File: src/rtl/bmc_soft_pipe.sv
// Soft-decision branch metric unit for a rate 1/N Viterbi decoder.
// Stage 1 registers per-bit distances against expected 0 and expected 1;
// stage 2 sums them into all 2^N codeword metrics and picks the minimum.
// Valid/ready flow control lets a two-symbol backlog sit in the pipe.
module bmc_soft_pipe #(
  parameter  int N     = 2,
  parameter  int Q     = 3,
  parameter  int CNT_W = 16,
  localparam int MW    = Q + $clog2(N)
) (
  input  logic                    clk,
  input  logic                    rst_n,
  input  logic                    in_valid,
  output logic                    in_ready,
  input  logic [N*Q-1:0]          rx_soft,
  input  logic [N-1:0]            erase,
  input  logic                    hard_mode,
  output logic                    out_valid,
  input  logic                    out_ready,
  output logic [(2**N)*MW-1:0]    bm,
  output logic [N-1:0]            best_cw,
  output logic [CNT_W-1:0]        sym_cnt
);

  localparam int NCW = 2**N;
  localparam logic [Q-1:0] QMAX = '1;

  logic [Q-1:0]       d0_n [N];
  logic [Q-1:0]       d1_n [N];
  logic [Q-1:0]       d0_q [N];
  logic [Q-1:0]       d1_q [N];
  logic               s1_valid;
  logic               s2_load;
  logic               s1_adv;
  logic [NCW*MW-1:0]  bm_n;
  logic [N-1:0]       best_n;

  // Handshake: S2 takes a new set when empty or draining; S1 moves when empty or S2 takes.
  always_comb begin
    s2_load  = !out_valid || out_ready;
    s1_adv   = !s1_valid || s2_load;
    in_ready = s1_adv;
  end

  // Per-bit distances for the incoming symbol; erased bits contribute nothing.
  always_comb begin
    for (int i = 0; i < N; i++) begin
      d0_n[i] = '0;
      d1_n[i] = '0;
      if (!erase[i]) begin
        if (hard_mode) begin
          d0_n[i] = Q'(rx_soft[i*Q+Q-1]);
          d1_n[i] = Q'(!rx_soft[i*Q+Q-1]);
        end else begin
          d0_n[i] = rx_soft[i*Q +: Q];
          d1_n[i] = QMAX - rx_soft[i*Q +: Q];
        end
      end
    end
  end

  // Codeword metrics from the stored distances and lowest-index minimum search.
  always_comb begin
    logic [MW-1:0] acc;
    logic [MW-1:0] best_val;
    bm_n     = '0;
    best_n   = '0;
    best_val = '0;
    for (int c = 0; c < NCW; c++) begin
      acc = '0;
      for (int i = 0; i < N; i++) begin
        if (((c >> i) & 1) != 0)
          acc = acc + MW'(d1_q[i]);
        else
          acc = acc + MW'(d0_q[i]);
      end
      bm_n[c*MW +: MW] = acc;
      // Strict compare keeps the earliest codeword on ties.
      if (c == 0 || acc < best_val) begin
        best_val = acc;
        best_n   = N'(c);
      end
    end
  end

  // Stage 1: capture distances on an input transfer.
  always_ff @(posedge clk or negedge rst_n) begin
    if (!rst_n) begin
      s1_valid <= 1'b0;
      for (int i = 0; i < N; i++) begin
        d0_q[i] <= '0;
        d1_q[i] <= '0;
      end
    end else if (s1_adv) begin
      s1_valid <= in_valid;
      if (in_valid) begin
        for (int i = 0; i < N; i++) begin
          d0_q[i] <= d0_n[i];
          d1_q[i] <= d1_n[i];
        end
      end
    end
  end

  // Stage 2: register metrics and best index; holds while stalled.
  always_ff @(posedge clk or negedge rst_n) begin
    if (!rst_n) begin
      out_valid <= 1'b0;
      bm        <= '0;
      best_cw   <= '0;
    end else if (s2_load) begin
      out_valid <= s1_valid;
      if (s1_valid) begin
        bm      <= bm_n;
        best_cw <= best_n;
      end
    end
  end

  // Delivered-set counter, wraps naturally.
  always_ff @(posedge clk or negedge rst_n) begin
    if (!rst_n)
      sym_cnt <= '0;
    else if (out_valid && out_ready)
      sym_cnt <= sym_cnt + 1'b1;
  end

endmodule
File: config.mk
export PLATFORM = sky130hd
export DESIGN_NAME = bmc_soft_pipe
export DESIGN_NICKNAME = d
export VERILOG_FILES = /design/src/rtl/bmc_soft_pipe.sv
export SDC_FILE = /design/constraint.sdc
export NUM_CORES = 1
export LEC_CHECK = 0
export CAP_MARGIN = 25
export CORE_MARGIN = 5
export CORE_UTILIZATION = 42
export CTS_CLUSTER_SIZE = 40
export DETAILED_ROUTE_END_ITERATION = 10
export GPL_ROUTABILITY_DRIVEN = 0
export PLACE_DENSITY_LB_ADDON = 0.25
export SYNTH_ARGS = -nofsm -noshare
export SYNTH_HDL_FRONTEND = slang
export SYNTH_SLANG_ARGS = --single-unit
File: constraint.sdc
create_clock -name clk -period 6.3 [get_ports clk]
set_input_delay 1.89 -clock clk [delete_from_list [all_inputs] [get_ports clk]]
set_output_delay 1.89 -clock clk [all_outputs]
set_load 0.02 [all_outputs]
==> results of run 1 <==
-- worst reg2reg max path: stages (launching register included) --
cell	delay, ns
dfrtp_1	0.43
ha_1	0.34
a21oi_1	0.22
inv_1	0.07
a21oi_1	0.23
inv_1	0.08
ha_1	0.28
nor2b_1	0.15
nor3_1	0.39
mux2_4	0.35
ha_1	0.28
or2_1	0.21
a311oi_2	0.35
a31oi_2	0.13
mux2_4	0.34
ha_1	0.20
or4_1	0.50
a31oi_1	0.14
a21boi_0	0.22
o32a_1	0.16
-- cell usage after synthesis (all sizes together), types with 4 or more instances --
cell type	n	area (um2)
o41ai	4	35.0
nand4	5	31.3
nand2	60	225
dfrtp	48	1200
nor2	14	52.6
a21o	7	52.6
xnor2	13	114
ha	25	313
nand3	4	20.0
nand2b	6	37.5
inv	12	45.0
xor2	7	61.3
clkbuf	7	26.3
o21ai	14	70.1
mux2	4	52.6
-- layout by cell type (no fill, tap or decap), drive strengths merged, types with 4 or more instances in the layout --
cell type      synthesis  final
xnor2                 13     13
dfrtp                 48     48
clkdlybuf4s50          0     47
ha                    25     25
nand2                 60     60
nand2b                 6      6
mux2                   4      4
o21ai                 14     14
inv                   12     12
nor2                  14     14
nand4                  5      5
xor2                   7      7
nand3                  4      4
a21o                   7      7
clkbuf                 7      6
o41ai                  4      4
-- cells by family after synthesis --
kind of cell / count (synthesis) / synth area share [%]
buf+inv: 20 / 2.81
flops: 48 / 44.9
fa+ha+maj: 28 / 13.9
simple gates: 105 / 17.8
xor+xnor: 20 / 6.55
mux: 6 / 2.71
compound gates: 42 / 11.3
-- area by class of cell --
class                      count  area [um2]
multi-input combinational    201        1400
timing repair buffer          49         495
fill                         596        2940
tap                           77        96.3
inverter                      13        48.8
clock inverter                 2        15.0
clock buffer                   6        82.6
sequential                    48        1200
-- state kept, by name, indices dropped and copies added, names as in the netlist --
| name | cells |
|---|---|
| sym_cnt | 16 |
| d1_q | 6 |
| d0_q | 6 |
| out_valid | 1 |
| s1_valid | 1 |
| bm | 16 |
| best_cw | 2 |
-- path summary, 6_finish.rpt --
| check | slack (ns) | to | from |
|---|---|---|---|
| worst min-delay path | 0.47 | sym_cnt[15] | sym_cnt[15] |
| max in group asynchronous | 4.29 | sym_cnt[6] | rst_n |
| min in group asynchronous | 1.52 | bm[14] | rst_n |
| worst max register to register | 1.17 | best_cw[0] | d0_q[1] |
| worst min register to register | 0.47 | sym_cnt[15] | sym_cnt[15] |
| worst max-delay path | 1.17 | best_cw[0] | d0_q[1] |
-- per-stage QoR --
stage	setup slack [ns]	instance area, um2	cells	util [%]	power, uW
2_1_floorplan	1.60	2680	269	-	693
3_3_place_gp	1.18	3220	387	51.3	844
3_5_place_dp	1.19	3240	388	51.6	854
4_1_cts	1.14	3340	396	53.2	1050
5_1_grt	0.793	3340	396	53.2	1120
6_report	1.17	3340	396	53.2	1040
-- where the power goes --
group	internal [uW]	switching, uW	total, uW
registers	360	45.4	406
clock network	89.0	107	196
logic	215	222	437
-- layer usage --
layer	vias to the layer above	share of wire (%)
met3	5	3.8
met1	940	49
met4	0	1.4
met5	-	0
li1	1015	-
met2	33	46
==> out/metrics.cfg, run 1 <==
[status]
status = finished, final reports clean

[layout]
syn2layout_area_growth_pct = 24.8
drive_gt1_share_pct = 5.33
antennaDiodeCount = 0
fin_nets = 359

[sta]
tightest_slew_ns = 0.676
fin_crit_sh_pct = 81.5
setup_viol = 0
tns_ns = 0
drv_slew = 0
fin_skew_ns = 0.00717
slew_headroom_pct = 54.8
fin_crit_ns = 5.13
hold_viol = 0
hold_slack_ns = 0.467
fmax_ghz = 0.195
rsz0062_at_grt = no

[floorplanning]
die_area_um2 = 8060
die_h_um = 89.8
initial_utilization_pct = 42.6
rows = 29
die_w_um = 89.8
core_um2 = 6280
ios = 49

[power_and_ir_drop]
pwr_density_cell_nw_per_um2 = 311
vdd_ir_drop_max_mv = 0.149
p_leak_uw = 0.00161

[routing]
drc = 0
ant_nets = 0
vias = 1993
drtPass1Iterations = 4
wl_per_cell_um = 13.4
routed_wl_um = 5300
viasPerCell = 5.03
drt_iter0_drc = 54

[critical_path]
r2r_cells = 19
crit_buf_inv = 2
critical_path_depth = 19
crit_type = reg -> reg
worst_ep_required_time_ns = 6.54
cp_max_fo = 6
cpMaxStageDelayCell = or4_1
path_common_cell = ha_1
path_delay_family = compound AO/OA/AOI/OAI gates
worst_path_largest_cell_delay_ns = 0.50
cp-start-kind = register
worstPathCellList = ha_1 > a21oi_1 > inv_1 > a21oi_1 > inv_1 > ha_1 > nor2b_1 > nor3_1 > mux2_4 > ha_1 > or2_1 > a311oi_2 > a31oi_2 > mux2_4 > ha_1 > or4_1 > a31oi_1 > a21boi_0 > o32a_1
worst_setup_path_end_kind = register
arrival_ns = 5.37

[global_routing]
antenna_found_initial = 0
met3_usage_pct = 3.76
grt_max_degree = 32
grt_pass1_wl_um = 9350
grt_overflow = 0
met1_usage_pct = 18.6
use_met2_pct = 21.8
grt_pass1_vias = 1920
track_usage_pct = 13.9
grt-busiest-layer = met2

[clocking]
cts_tree = yes
post-cts-setup-buffers = 0
clk_pin_slew_ns = 0.10
htreeDepth = 2
cts_num_sinks = 48
cts_root_buf = clkbuf_8
clockBufferDepth = 2
clkLatencyLatePin_ns = 0.30
cts_hold_buf = 0
cts_resized = 0
cts_made_buffers = 5

[run]
drv_cap = 0

[logic_synthesis]
avgSynthCellArea_um2 = 9.94
synth_cell_type_count = 42
synthFlopType = dfrtp_1
synth_area_um2 = 2680
synth_edf_count = 0
synth-seq-cells = 48
synth_warnings = 0
ys_seq_area_share_pct = 44.9
async_reset_ff_share_pct = 100
synth_cells = 269
syn_nets = 310

[placement]
portBuffers = 48
dp_hpwl_um = 4170

[min_path]
worstHoldPathType = reg -> reg
hold_depth = 1

Power figures use the tool's default switching activity.
==> run 2, diff against run 1 <==
- clock period: 6.3 -> 5.4 ns (I/O delays scaled with it)
==> run 2 against run 1 <==
  * Count of clock-buffer cells in the layout down 1
  * Clock power is 38% higher
  * Via count rose by 1.0%
  * Clock skew increased by 0.0048 ns
  * Non-clock buffer count unchanged
  * Worst setup slack worse by 0.80 ns
  * Sequential power up 17%
  * Worst hold slack better by 0.011 ns
  * Design area rose by 0.67%
  * Sequential share of layout area decreased by 0.24 points
  * Cell count is the same
  * Global-route usage is 0.56 points higher
==> out/metrics.cfg, run 2 (synthesis results as in run 1) <==
[layout]
syn2layout_area_growth_pct = 25.6
finalInstanceArea_um2 = 3360  ; +0.67%
fin_nets = 359  ; unchanged
regArea_um2 = 1200  ; unchanged
fillCellCount = 612  ; +2.7%
most-common-layout-cells = 60 x nand2_1, 48 x dfrtp_1, 47 x clkdlybuf4s50_1
multi_input_area_um2 = 1400  ; +0.36%
final_common_cell = nand2_1
drive_gt1_share_pct = 5.64  ; +0.31 points
antennaDiodeCount = 0  ; unchanged
top_regs = bm x16, sym_cnt x16

[critical_path]
cpMaxStageDelayCell = or4_1
crit_buf_inv = 2  ; unchanged
worst_path_largest_cell_delay_ns = 0.51  ; about the same
path_common_cell = ha_1
worstPathCellList = ha_1 > a21oi_1 > inv_1 > a21oi_1 > inv_1 > ha_1 > nor2b_1 > nor3_2 > mux2_4 > ha_1 > or2_1 > a311oi_2 > a31oi_2 > mux2_4 > ha_1 > or4_1 > a31oi_1 > a21boi_0 > o32a_1
cp-start-kind = register
crit_type = reg -> reg
arrival_ns = 5.28  ; -0.09 ns
cp_max_fo = 6  ; unchanged
worst_ep_required_time_ns = 5.65  ; -0.89 ns
worst_setup_path_end_kind = register
path_delay_family = compound AO/OA/AOI/OAI gates

[global_routing]
grt_pass1_wl_um = 9630  ; +3.0%
grt_pass1_vias = 2004  ; +4.4%
track_usage_pct = 14.5  ; +0.56 points
grt_max_degree = 36  ; +13%
antenna_found_initial = 0  ; unchanged
grt_overflow = 0  ; unchanged

[routing]
drt_iter0_drc = 70  ; +30%
viasPerCell = 5.08  ; +1.0%
drc = 0  ; unchanged
ant_nets = 0  ; unchanged
vias = 2013  ; +1.0%
drtPass1Iterations = 4  ; unchanged
routed_wl_um = 5720  ; +7.9%
wl_per_cell_um = 14.4  ; +7.9%

[sta]
fmax_ghz = 0.199  ; +2.0%
hold_viol = 0  ; unchanged
rsz0062_at_grt = no
slew_headroom_pct = 50.9  ; -3.9 points
fin_crit_sh_pct = 93.2  ; +12 points
setup_viol = 0  ; unchanged
tightest_slew_ns = 0.735  ; +0.0590 ns
tns_ns = 0  ; unchanged
fin_crit_ns = 5.03  ; -0.103 ns
drv_slew = 0  ; unchanged
fin_skew_ns = 0.0120  ; +0.00479 ns

[floorplanning]
die_h_um = 89.8  ; unchanged
ios = 49  ; unchanged
core_um2 = 6280  ; unchanged
die_w_um = 89.8  ; unchanged
die_area_um2 = 8060  ; unchanged
initial_utilization_pct = 42.6  ; unchanged
rows = 29  ; unchanged

[placement]
dp_hpwl_um = 4400  ; +5.6%
portBuffers = 48  ; unchanged
placed_cell_area_um2 = 3240  ; unchanged

[clocking]
cts_hold_buf = 0  ; unchanged
post-cts-setup-buffers = 0  ; unchanged
cts_tree = yes
clockBufferDepth = 2  ; unchanged
cts_root_buf = clkbuf_8
cts_made_buffers = 5  ; unchanged
cts_num_sinks = 48  ; unchanged
clk_pin_slew_ns = 0.10  ; about the same
htreeDepth = 2  ; unchanged
cts_resized = 0  ; unchanged
clkLatencyLatePin_ns = 0.31  ; about the same

[power_and_ir_drop]
combPwrFrac_pct = 41.5  ; -0.6 points
pwr_density_cell_nw_per_um2 = 378  ; +21%
p_seq_share_pct = 37.2  ; -1.8 points
p_sw_share_pct = 35.9  ; -0.18 points
internal-power_uw = 815  ; +23%
p_leak_uw = 0.00162  ; +0.76%
vdd_ir_drop_max_mv = 0.170  ; +14%
clockPowerShare_pct = 21.3  ; +2.4 points
p_sw_uw = 456  ; +22%

[status]
status = finished, final reports clean

[run]
drv_cap = 0  ; unchanged

[min_path]
worstHoldPathType = reg -> reg

run 2: cell types whose count changed in the layout (fill, tap and decap cells not counted):
cell / delta
clkinvlp_4: -1
bufinv_16: +1
inv_6: +1
nor3_2: +1
clkbuf_8: -1
nor3_1: -1
run 2: worst register-to-register path, stage by stage (launching register included):
cell and delay (ns):
dfrtp_1 0.45, ha_1 0.33, a21oi_1 0.22, inv_1 0.07, a21oi_1 0.25, inv_1 0.08, ha_1 0.29, nor2b_1 0.16
nor3_2 0.25, mux2_4 0.35, ha_1 0.29, or2_1 0.22, a311oi_2 0.35, a31oi_2 0.13, mux2_4 0.34, ha_1 0.20
or4_1 0.51, a31oi_1 0.15, a21boi_0 0.20, o32a_1 0.16
run 2: metal layers:
| metal | global-route usage, % | vias up | wire length (um) |
|---|---|---|---|
| met1 | 18.9 | 953 | 2730 |
| met2 | 23.3 | 34 | 2680 |
| li1 | - | 1021 | - |
| met4 | 5.29 | 0 | 84 |
| met5 | 0 | - | 0 |
| met3 | 3.42 | 5 | 218 |
run 2: area by class of cell:
cell class | instances | share of cell area, %
Multi-Input combinational cell | 201 | 41.8
Clock inverter | 3 | 1.38
Clock buffer | 5 | 2.05
Tap cell | 77 | 2.87
Inverter | 13 | 1.45
Timing Repair Buffer | 49 | 14.7
Sequential cell | 48 | 35.7
run 2: power by group through the flow:
| stage | clock network [uW] | registers [uW] | logic [uW] |
|---|---|---|---|
| 3_5_place_dp | 0 | 481 | 526 |
| 5_1_grt | 297 | 483 | 577 |
| 3_3_place_gp | 0 | 479 | 511 |
| 6_report | 270 | 473 | 527 |
| 2_1_floorplan | 0 | 537 | 271 |
| 4_1_cts | 281 | 474 | 529 |
run 2: through the flow:
stage | power [uW] | hold WS (ns) | setup WS (ns) | instances | util (%)
final | 1270 | 0.478 | 0.369 | 396 | 53.5
after global routing | 1360 | 0.490 | 0.0500 | 396 | 53.5
after CTS | 1280 | 0.480 | 0.239 | 396 | 53.5
after detailed placement | 1010 | 0.462 | 0.275 | 388 | 51.6
after global placement | 990 | 0.456 | 0.484 | 387 | 51.3
after floorplan | 808 | 0.471 | 0.699 | 269 | -
run 2: path summary, 6_finish.rpt:
kind / slack (ns) / from / end / cells past startpoint
worst max-delay path: 0.37 / d0_q[4] / best_cw[0] / 19
worst min-delay path: 0.48 / sym_cnt[15] / sym_cnt[15] / 1
worst max register to register: 0.37 / d0_q[4] / best_cw[0] / 19
worst min register to register: 0.48 / sym_cnt[15] / sym_cnt[15] / 1
max in group asynchronous: 3.69 / rst_n / bm[1] / 2
min in group asynchronous: 1.20 / rst_n / bm[0] / 1
